`config.mk`:
```
export PLATFORM = sky130hd
export DESIGN_NAME = imem_flash_controller
export DESIGN_NICKNAME = d
export VERILOG_FILES = /design/src/rtl/imem_flash_controller.sv
export SDC_FILE = /design/constraint.sdc
export NUM_CORES = 1
export LEC_CHECK = 0
export ABC_AREA = 1
export BUFFER_PORTS_ARGS = -buffer_cell sky130_fd_sc_hd__buf_2
export CAP_MARGIN = 20
export CORE_UTILIZATION = 40
export DETAILED_ROUTE_END_ITERATION = 8
export SLEW_MARGIN = 15
export SYNTH_ARGS = -nofsm -noshare
export SYNTH_HDL_FRONTEND = slang
export SYNTH_SLANG_ARGS = --single-unit
```
`constraint.sdc`:
```
create_clock -name clk -period 5 [get_ports clk]
set_clock_uncertainty 0.2 [all_clocks]
set_input_delay 0.5 -clock clk [delete_from_list [all_inputs] [get_ports clk]]
set_output_delay 0.5 -clock clk [all_outputs]
set_load 0.05 [all_outputs]
```
`src/rtl/imem_flash_controller.sv`:
```
// Instruction memory flash sequencer: accepts 32-bit words from the loader,
// writes each as four little-endian byte writes, then releases the memory
// address port to the core and lets it run.
module imem_flash_controller #(
    parameter int unsigned MEM_BYTES = 128,
    parameter logic [63:0] BASE_ADDR = 64'd0
) (
    input  logic        clk,
    input  logic        rstN,
    input  logic        startLoad,
    input  logic        wordValid,
    input  logic [31:0] wordData,
    input  logic        wordLast,
    output logic        wordReady,
    input  logic [63:0] cpuPc,
    output logic [63:0] memPc,
    output logic        flashEn,
    output logic [7:0]  flashInstruction,
    output logic [63:0] flashAddr,
    output logic        cpuRun,
    output logic        loadBusy,
    output logic        overflowErr,
    output logic [31:0] wordCount
);

    localparam int unsigned ADDR_W     = 64;
    localparam int unsigned WORD_W     = 32;
    localparam int unsigned BYTE_W     = 8;
    localparam int unsigned IDX_W      = 2;
    localparam int unsigned WORD_BYTES = 4;

    // One extra bit so the bounds compare cannot be fooled by 64-bit wrap.
    localparam logic [ADDR_W:0] MEM_LIMIT = (ADDR_W + 1)'(MEM_BYTES);

    typedef enum logic [2:0] {
        IDLE,
        ACCEPT,
        WRITE,
        RUN,
        ERROR
    } state_t;

    state_t              state;
    logic [ADDR_W-1:0]   ptr;
    logic [WORD_W-1:0]   word_q;
    logic                last_q;
    logic [IDX_W-1:0]    byte_idx;

    logic [IDX_W-1:0]    byte_idx_next_c;
    logic [ADDR_W:0]     word_end_c;
    logic                overflow_c;

    // Address port belongs to the flasher only while a byte is being written.
    assign memPc = flashEn ? flashAddr : cpuPc;

    // Next byte lane and whole-word bounds check against the memory depth.
    assign byte_idx_next_c = byte_idx + IDX_W'(1);
    assign word_end_c      = {1'b0, ptr} + (ADDR_W + 1)'(WORD_BYTES);
    assign overflow_c      = word_end_c > MEM_LIMIT;

    // Session FSM with all control outputs registered alongside the state.
    always_ff @(posedge clk or negedge rstN) begin
        if (!rstN) begin
            state            <= IDLE;
            ptr              <= BASE_ADDR;
            word_q           <= '0;
            last_q           <= 1'b0;
            byte_idx         <= '0;
            wordReady        <= 1'b0;
            flashEn          <= 1'b0;
            flashInstruction <= '0;
            flashAddr        <= BASE_ADDR;
            cpuRun           <= 1'b0;
            loadBusy         <= 1'b0;
            overflowErr      <= 1'b0;
            wordCount        <= '0;
        end else begin
            case (state)
                IDLE, RUN, ERROR: begin
                    if (startLoad) begin
                        state       <= ACCEPT;
                        ptr         <= BASE_ADDR;
                        wordCount   <= '0;
                        loadBusy    <= 1'b1;
                        overflowErr <= 1'b0;
                        cpuRun      <= 1'b0;
                        wordReady   <= 1'b1;
                        flashEn     <= 1'b0;
                    end
                end

                ACCEPT: begin
                    if (wordValid && wordReady) begin
                        word_q    <= wordData;
                        last_q    <= wordLast;
                        wordReady <= 1'b0;
                        if (overflow_c) begin
                            // Refuse the whole word so no partial word lands in memory.
                            state       <= ERROR;
                            overflowErr <= 1'b1;
                            loadBusy    <= 1'b0;
                        end else begin
                            state            <= WRITE;
                            byte_idx         <= '0;
                            flashEn          <= 1'b1;
                            flashAddr        <= ptr;
                            flashInstruction <= wordData[BYTE_W-1:0];
                        end
                    end
                end

                WRITE: begin
                    if (byte_idx == IDX_W'(WORD_BYTES - 1)) begin
                        flashEn   <= 1'b0;
                        byte_idx  <= '0;
                        ptr       <= ptr + ADDR_W'(WORD_BYTES);
                        wordCount <= wordCount + 32'd1;
                        if (last_q) begin
                            state    <= RUN;
                            cpuRun   <= 1'b1;
                            loadBusy <= 1'b0;
                        end else begin
                            state     <= ACCEPT;
                            wordReady <= 1'b1;
                        end
                    end else begin
                        byte_idx         <= byte_idx_next_c;
                        flashAddr        <= ptr + ADDR_W'(byte_idx_next_c);
                        flashInstruction <= word_q[{byte_idx_next_c, 3'b000} +: BYTE_W];
                    end
                end

                default: begin
                    state     <= IDLE;
                    wordReady <= 1'b0;
                    flashEn   <= 1'b0;
                    cpuRun    <= 1'b0;
                    loadBusy  <= 1'b0;
                end
            endcase
        end
    end

endmodule

```
Yosys cells after proc, flatten, opt, wreduce, memory -nomap -nowiden

Cells that the tools add are included.

Shift-type cells: 1
Multiplexer cells: 46
Equality and inequality tests: 13
Reduce and logical (&&, ||, !) cells: 16
Multiply operators: 0
Divide/modulo/power cells: 0
$lt $le $gt $ge: 1
$add $sub $neg: 5
Bitwise logic cells: 1

Operator list:

| operator                                             | number |
|---|---|
| two-way mux 64 bit                                   | 6 |
| case mux 64 bit (2 select lines)                     | 2 |
| adder 64 x 3 -> 65 bit (second input constant)       | 1 |
| > comparator 65 x 8 -> 1 bit (second input constant) | 1 |
| adder 64 x 2 -> 64 bit                               | 1 |
| adder 64 x 3 -> 64 bit (second input constant)       | 1 |
| two-way mux 32 bit                                   | 2 |
| case mux 32 bit (2 select lines)                     | 1 |
| adder 32 x 1 -> 32 bit (second input constant)       | 1 |
| variable part select 32 x 6 -> 8 bit                 | 1 |
| two-way mux 8 bit                                    | 3 |
| AND reduction 4 bit                                  | 5 |
| two-way mux 1 bit                                    | 16 |
| inequality test 2 bit (second input constant)        | 8 |
| case mux 8 bit (2 select lines)                      | 1 |
| two-way mux 3 bit                                    | 4 |
| case mux 1 bit (3 select lines)                      | 4 |
| case mux 3 bit (3 select lines)                      | 1 |
| AND reduction 3 bit                                  | 3 |
| two-way mux 2 bit                                    | 4 |
| equality test 3 x 2 -> 1 bit (second input constant) | 2 |
| nonzero test 2 bit                                   | 3 |
| AND reduction 5 bit                                  | 1 |
| case mux 2 bit (2 select lines)                      | 1 |
| 10 further kinds                                     | 10 |

Memory bits (read-only): 0
Bits in latches: 0
Output and inout port bits: 173
Logic and storage cells: 96
Bits in registers: 211
Bits of input ports: 101
RAM bits: 0
Memories kept: 0

Logic depth before layout (Yosys ltp)

Gate-level depths: netlist of run 1.

Depth after elaboration: 5
Mapped depth: 22
Mapped depth without buffers: 21

Worst setup path before layout of run 1

Ideal clock, no wire load.

Path type: register to register
Start point: register wordCount[0]
End point: register wordCount[16]
Stages on the path, launching flop included: 12
Buffers on the path: 0
Period minus slack after synthesis: 2,782 ps
Setup slack: 2,218 ps
Library setup time: 125 ps
Arrival: 2,457 ps
Path through: dfrtp_1 -> ha_1 -> inv_1 -> nor3_1 -> inv_1 -> nor2_1 -> nand3_1 -> nor3_1 -> nand3_1 -> nor2_1 -> a21oi_1 -> a21boi_1

Word-level cells in the longest chain between the ends: 3

RTL lines:

| what                             | line | source |
|---|---|---|
| start, declared                  | 23   | `output logic [31:0] wordCount` |
| start signal, assigned           | 117  | `wordCount <= wordCount + 32'd1;` |
| adder 32 x 1 -> 32 bit           | 117  |  |
| two-way mux 32 bit               | 113  | `if (byte_idx == IDX_W'(WORD_BYTES - 1)) begin` |
| case mux 32 bit (2 select lines) | 78   | `case (state)` |

Every way passes these cells. The select of a mux whose other input is x is not followed.
A chain may end at the register's enable or synchronous reset.

Final worst setup path of run 1

Start point: register ptr[3]
End point: register flashAddr[29]

Word-level cells in the longest chain between the ends: 4
Elaborated cells on any way between the ends: 7

RTL lines:

| what                                   | line | source |
|---|---|---|
| start, declared                        | 44   | `logic [ADDR_W-1:0] ptr;` |
| start signal, assigned                 | 116  | `ptr <= ptr + ADDR_W'(WORD_BYTES);` |
| adder 64 x 3 -> 65 bit                 | 58   | `assign word_end_c = {1'b0, ptr} + (ADDR_W + 1)'(WORD_BYTES);` |
| > comparator 65 x 8 -> 1 bit           | 59   | `assign overflow_c = word_end_c > MEM_LIMIT;` |
| inequality test 2 bit (no source line) | -    |  |
| AND reduction 4 bit (no source line)   | -    |  |
| end signal, assigned                   | 106  | `flashAddr <= ptr;` |
| end signal, assigned                   | 128  | `flashAddr <= ptr + ADDR_W'(byte_idx_next_c);` |
| end, declared                          | 19   | `output logic [63:0] flashAddr,` |

Parallel ways exist; a longest one is shown, timed or not. The select of a mux whose other input is x is not followed.

==> results by group, run 1 <==
Run status
  – Status: complete, no violations

Detailed routing
  – DRT iter0 DRCs: 955
  – Antenna Violating Nets Remaining: 0
  – DR vias/cell: 5.08
  – Routed Wire Length: 39900 microns
  – DRC: 0
  – Initial DRT Pass Iterations: 5
  – Wire per inst: 16.1 microns
  – DR vias: 12.6k

Setup path
  – CP Class: reg -> reg
  – Crit. End Element: flop
  – Worst endpoint data arrival time: 4.14 ns
  – Critical path peak fanout: 134
  – Worst Path Required: 5.19 ns
  – CP startpoint kind: flop

Die
  – I/O Pins: 274
  – Core area: 30600 sq um
  – Die Y: 178 microns
  – FP Rows: 64
  – Die ar.: 31700 sq um
  – Initial Util: 40.6%
  – Die span in x: 178 microns

Pwr
  – VDD IR max: 0.000425 V
  – Pwr dens: 485 nW/um^2
  – Lkg Pwr: 0.00741 uW

Synth
  – Post-Synthesis Cells: 1790
  – Register area share after synthesis: 42.2%
  – Register bit total from synthesis: 209
  – Synth area leader: dfrtp_1
  – Syn nets: 1896
  – Top cells by area, synth: dfrtp_1, nand2_1, nor2_1
  – Yosys warns: 0
  – Area share of the largest cell type after synthesis: 42.2%
  – Cell Area, Synth: 12400 sq um
  – Synth unique cells: 38
  – Synthesized area per cell: 6.93 sq um

Timing
  – Unrepaired setup endpoints after global routing: false
  – Worst Slack Setup Final: 1.05 ns
  – Final setup viols: 0
  – Worst-Margin Slew: 0.975 ns
  – Hold Violations, Final: 0
  – Setup_tns: 0 ns
  – Slew margin rel.: 35.0%
  – Tmin final: 3.95 ns
  – Fin crit share: 79.0%
  – Slew Limit Fails: 0
  – FMAX: 253 MHz

Hold path
  – Hold Crit Class: reg -> reg

Flow run
  – Maxcap violations: 0

Clock network
  – Clk sinks: 209
  – H-tree Lvls: 1
  – CTS Buffer Depth: 3
  – Hold_buf cts: 34
  – Root Buffer: clkbuf_16
  – CTS tree: yes
  – Setup bufs post-CTS: 0
  – Clock Latency Late Sink: 0.55 ns
  – Cts repair resizes: 0
  – CTS Buf Count: 25
  – Worst-path clk slew: 0.06 ns

Global route
  – Initial antenna violation count: 0
  – First-pass GRT wire length: 62400 microns
  – Grt ovf: 0
  – Vias in the first global route: 11.7k
  – Largest net degree at the start of global routing: 135
  – GR Util All Layers: 25.2%

Finish
  – Most frequent cells in the layout: nand2_1, buf_2, nor2_1
  – Fillcell total: 3132
  – Diode count: 0
  – Most common cell after layout, fill and taps aside: nand2_1
  – Fin nets: 2178
  – Final cell count without fillers: 2482
  – Area delta synth->final: 23.1%
  – Share of cells above drive strength 1: 17.0%

Placed design
  – IO Port Bufs: 273
  – Placer Congestion: 0.938
  – Placement Setup Slack: 1.13 ns
  – HPWL Detailed: 29300 microns
  – Placed cells: 2407
## per-layer routing
metal	GRT usage (%)	vias to the layer above	wire length (microns)
li1	-	6292	-
met1	34.3	5849	18200
met2	41.6	403	18300
met3	3.13	62	2180
met4	7.73	0	1240
met5	0	-	0
## final cells by class
class | instances | area, sq um | area share, %
Tap cell | 396 | 495 | 3.25
Timing Repair Buffer | 317 | 1800 | 11.8
Inverter | 207 | 777 | 5.09
Clock buffer | 32 | 712 | 4.66
Multi-Input combinational cell | 1312 | 6100 | 40.0
Sequential cell | 209 | 5230 | 34.3
Clock inverter | 9 | 143 | 0.934
## cell families after synthesis
group	share of synthesized area (%)
other	0.0302
muxes	0.182
DFF	42.2
buffers and inverters	8.65
adders and majority gates	0.504
xor gates and xnor gates	4.24
and+or+nand+nor	32.1
AOI/OAI and AO/OA	12.1
## synth_stat cells
library cell	n
o21ai_1	48
nor3_1	29
nor3b_1	1
conb_1	1
a21oi_1	81
inv_2	3
nand2_1	568
ha_1	5
a22o_1	4
clkbuf_1	44
buf_4	1
buf_2	6
buf_6	7
nor2_2	10
nor2_8	1
and2_1	1
o21ai_0	91
inv_1	201
mux2_2	2
nand4_1	30
nand2_4	2
nor2_4	5
dfrtp_1	209
nand2_2	5
clkinv_1	3
nand3_2	1
xor2_1	53
nand3_1	67
buf_1	4
a21boi_1	1
o31ai_1	15
o22ai_1	25
a32o_1	8
xnor2_1	7
nor4_1	12
o21a_1	1
and3_1	1
nor2_1	237
## metrics by stage
| step | total power, uW | area (sq um) | util [%] | hold slack (ns) |
|---|---|---|---|---|
| detailed placement | 5500 | 14100 | 46.0 | 0.260 |
| finish | 7410 | 15300 | 49.9 | 0.269 |
| global placement | 5460 | 14100 | 46.0 | 0.254 |
| floorplan | 4760 | 12400 | - | 0.00441 |
| CTS | 7450 | 15300 | 49.9 | 0.249 |
| global route | 7830 | 15300 | 49.9 | 0.298 |
## sequential cells by signal (all words and copies together), names as in the netlist, 2 cells and up
signal and cells:
byte_idx 2, flashInstruction 8, ptr 62, state 3, flashAddr 64, wordCount 32
word_q 32
## worst max-delay path, stage by stage (launching register included)
cell     delay (ns)
dfrtp_1        0.43
ha_1           0.26
nand2_1        0.10
nor2_2         0.19
nand2_2        0.17
nor2_4         0.31
nand2_1        0.19
xor2_1         0.23
nand2_1        0.07
nor2_1         0.14
nand3_1        0.14
nor2_1         0.15
nand2_1        0.08
nand2_2        0.12
nand3_2        0.22
nand2_4        0.13
buf_12         0.39
o21ai_0        0.17
## path summary, 6_finish.rpt
path                                             start                        end  slack, ns  cells past startpoint
max in group asynchronous                         rstN  flashAddr[36]$_DFFE_PN0P_       3.05                      3
worst max-delay path                ptr[3]$_DFFE_PN0P_  flashAddr[29]$_DFFE_PN0P_       1.05                     17
worst max register to register      ptr[3]$_DFFE_PN0P_  flashAddr[29]$_DFFE_PN0P_       1.05                     17
min in group asynchronous                         rstN  flashAddr[11]$_DFFE_PN0P_       0.43                      2
worst min register to register  word_q[20]$_DFFE_PN0P_     word_q[20]$_DFFE_PN0P_       0.27                      2
worst min-delay path            word_q[20]$_DFFE_PN0P_     word_q[20]$_DFFE_PN0P_       0.27                      2
## power by group
| group | total [uW] | internal (uW) | switching (uW) |
|---|---|---|---|
| registers | 2160 | 1910 | 251 |
| clock network | 1910 | 1160 | 753 |
| logic | 3340 | 760 | 2580 |
Note: power is estimated with default switching activity, not from simulation.
==> run 2: changes to the inputs <==
==> constraint.sdc (replaced) <==
create_clock -name clk -period 3.3 [get_ports clk]
set_clock_uncertainty 0.2 [all_clocks]
set_input_delay 0.33 -clock clk [delete_from_list [all_inputs] [get_ports clk]]
set_output_delay 0.33 -clock clk [all_outputs]
set_load 0.05 [all_outputs]
==> run 2 against run 1 <==
Register-to-register slack got worse by 0.93 ns. Sequential share of layout area down 1.4 points. First-iteration DRC count shrank 15%. Maximum frequency is 24% higher. Clock power rose by 40%.
==> results by group, run 2 (synthesized netlist as in run 1, its figures left out) <==
Run status
  – Status: complete, no violations

Timing
  – FMAX: 314 MHz (+24%)
  – Slew margin rel.: 34.1% (-0.92 points)
  – Worst-Margin Slew: 0.988 ns (+0.0128 ns)
  – Final hold slack: 0.0786 ns (-0.191 ns)
  – Tmin final: 3.18 ns (-0.765 ns)
  – Hold Violations, Final: 0 (unchanged)
  – Slew Limit Fails: 0 (unchanged)
  – Final setup viols: 0 (unchanged)
  – Fin crit share: 96.5% (+17 points)

Finish
  – Fillcell total: 3099 (-1.1%)
  – Register Area: 5240 sq um (+0.19%)
  – Diode count: 0 (unchanged)
  – Most common cell after layout, fill and taps aside: nand2_1
  – Most flops, register: flashAddr
  – Most frequent cells in the layout: nand2_1, buf_2, nor2_1
  – Fin area: 16000 sq um (+4.5%)
  – Share of cells above drive strength 1: 20.7% (+3.7 points)
  – Max FFs per register: 64 (unchanged)
  – Largest registers: flashAddr: 64 flops, ptr: 62 flops
  – Footprint of the multi-input gates: 6230 sq um (+2.0%)
  – Area delta synth->final: 28.6%
  – Fin nets: 2239 (+2.8%)

Global route
  – Largest net degree at the start of global routing: 76 (-44%)
  – First-pass GRT wire length: 62900 microns (+0.84%)
  – GR Util All Layers: 25.4% (+0.16 points)
  – Initial antenna violation count: 0 (unchanged)
  – Grt ovf: 0 (unchanged)
  – Vias in the first global route: 11.8k (+1.3%)

Detailed routing
  – Antenna Violating Nets Remaining: 0 (unchanged)
  – Routed Wire Length: 41000 microns (+2.8%)
  – DRC: 0 (unchanged)
  – Wire per inst: 16.1 microns (+0.23%)
  – Initial DRT Pass Iterations: 5 (unchanged)
  – DRT iter0 DRCs: 809 (-15%)
  – DR vias: 12.9k (+2.4%)
  – DR vias/cell: 5.07 (-0.15%)

Setup path
  – CP Class: reg -> reg
  – Worst endpoint data arrival time: 3.40 ns (-0.74 ns)
  – Crit. End Element: flop
  – Worst Path Required: 3.52 ns (-1.67 ns)
  – R2R cell count: 19 (+2)
  – R2r startpoint: ptr[2]$_DFFE_PN0P_
  – Critical path peak fanout: 16 (-88%)
  – Critical Path Start: ptr[2]$_DFFE_PN0P_
  – R2r setup slk: 0.12 ns (-0.93 ns)
  – CP startpoint kind: flop
  – Reg-to-reg endpoint: flashAddr[58]$_DFFE_PN0P_
  – Critical Path End: flashAddr[58]$_DFFE_PN0P_

Pwr
  – Sw Share: 48.2% (-0.23 points)
  – Comb power frac: 48.5% (+3.4 points)
  – VDD IR max: 0.000500 V (+17%)
  – Pwr dens: 716 nW/um^2 (+47%)
  – Lkg Pwr: 0.00776 uW (+4.8%)
  – Internal power: 5920 uW (+55%)
  – Total power: 11400 uW (+54%)
  – Seq pwr share: 28.1% (-1.0 points)
  – Clock share of power: 23.4% (-2.4 points)
  – Psw: 5500 uW (+53%)

Die
  – Core area: 30600 sq um (unchanged)
  – FP Rows: 64 (unchanged)
  – Die Y: 178 microns (unchanged)
  – Die ar.: 31700 sq um (unchanged)
  – Initial Util: 40.6% (unchanged)
  – Die span in x: 178 microns (unchanged)
  – I/O Pins: 274 (unchanged)

Placed design
  – IO Port Bufs: 273 (unchanged)
  – HPWL Detailed: 30200 microns (+3.3%)
  – Post-DP Area: 14500 sq um (+3.3%)
  – Placer Congestion: 1.00 (+7.1%)

Clock network
  – CTS Buf Count: 25 (unchanged)
  – CTS tree: yes
  – Worst-path clk slew: 0.06 ns (about the same)
  – CTS Buffer Depth: 3 (unchanged)
  – Clock Latency Late Sink: 0.54 ns (about the same)
  – H-tree Lvls: 1 (unchanged)
  – Root Buffer: clkbuf_16
  – Clk sinks: 209 (unchanged)

Flow run
  – Maxcap violations: 0 (unchanged)

Hold path
  – Hold Crit Class: in -> reg
## run 2: cell count changes in the layout (fill, tap and decap cells not counted), moves of 4 or more
cell      change
nor2_2       +10
dfrtp_1       -8
buf_4        +48
nand3_1       -4
buf_12        +7
nor2_4        +5
nor2_1       -15
clkbuf_1      +6
dfrtp_2       +8
nand3_2       +4
## run 2: how the worst min path moves through the flow
stage | from | end | slack [ns] | depth (start not counted)
floorplan | rstN | byte_idx[0]$_DFFE_PN0P_ | -0.17 | 0
global placement | rstN | flashAddr[14]$_DFFE_PN0P_ | 0.21 | 1
detailed placement | rstN | flashAddr[17]$_DFFE_PN0P_ | 0.20 | 1
CTS | startLoad | overflowErr$_DFFE_PN0P_ | 0.07 | 6
global route | startLoad | overflowErr$_DFFE_PN0P_ | 0.15 | 6
finish | startLoad | overflowErr$_DFFE_PN0P_ | 0.08 | 6
## run 2: worst max-delay path: stages (launching register included)
cell and delay (ns):
dfrtp_1 0.39, ha_4 0.17, nand2_1 0.10, nor2_4 0.18
nand2_4 0.11, nor2_4 0.25, buf_6 0.15, nand3_1 0.13
nand2_1 0.10, nand2_1 0.07, nor2_1 0.12, nand2_1 0.08
nor2_1 0.09, nand3_1 0.08, nor2_2 0.18, nand3_2 0.13
nand2_4 0.11, buf_12 0.14, buf_6 0.20, o21ai_1 0.08
## run 2: layout make-up
cell class | instances | share of cell area (%)
repair buffers | 378 | 15.2
well taps | 396 | 3.11
flip-flops and latches | 209 | 32.9
clock inverters | 6 | 0.369
inverters | 207 | 4.87
multi-input cells | 1312 | 39.0
clock buffers | 37 | 4.52
## run 2: repair_timing
action                     in CTS  in global routing
resized for setup               0                 42
hold buffers                   34                  0
pin swaps                       1                  9
setup buffers                   0                  7
cloned                          0                  4
setup endpoints to repair       1                 79
hold endpoints to repair      110                  0
## run 2: per-layer routing
metal	GRT usage, %	routed length, microns	vias up
met3	3.73	2620	70
met1	33.8	18000	5966
met4	8.44	1430	0
li1	-	-	6403
met5	0	0	-
met2	42.0	19000	468
## run 2: power by group through the flow
stage / sequential (uW) / clock, uW / combinational, uW
after floorplan: 3440 / 0 / 3770
after global placement: 3240 / 0 / 5220
after detailed placement: 3250 / 0 / 5270
after CTS: 3210 / 2730 / 5310
after global routing: 3270 / 2840 / 6020
final: 3210 / 2670 / 5540
## run 2: per-stage QoR
| step | utilization, % | std cells | worst slack [ns] | TNS (ns) |
|---|---|---|---|---|
| floorplan | - | 1790 | 0.518 | 0 |
| CTS | 51.2 | 2534 | 0.0150 | 0 |
| global placement | 47.5 | 2457 | 0.0577 | 0 |
| finish | 52.1 | 2545 | 0.117 | 0 |
| global route | 52.1 | 2545 | -0.0450 | -1.34 |
| detailed placement | 47.5 | 2457 | 0.0456 | 0 |
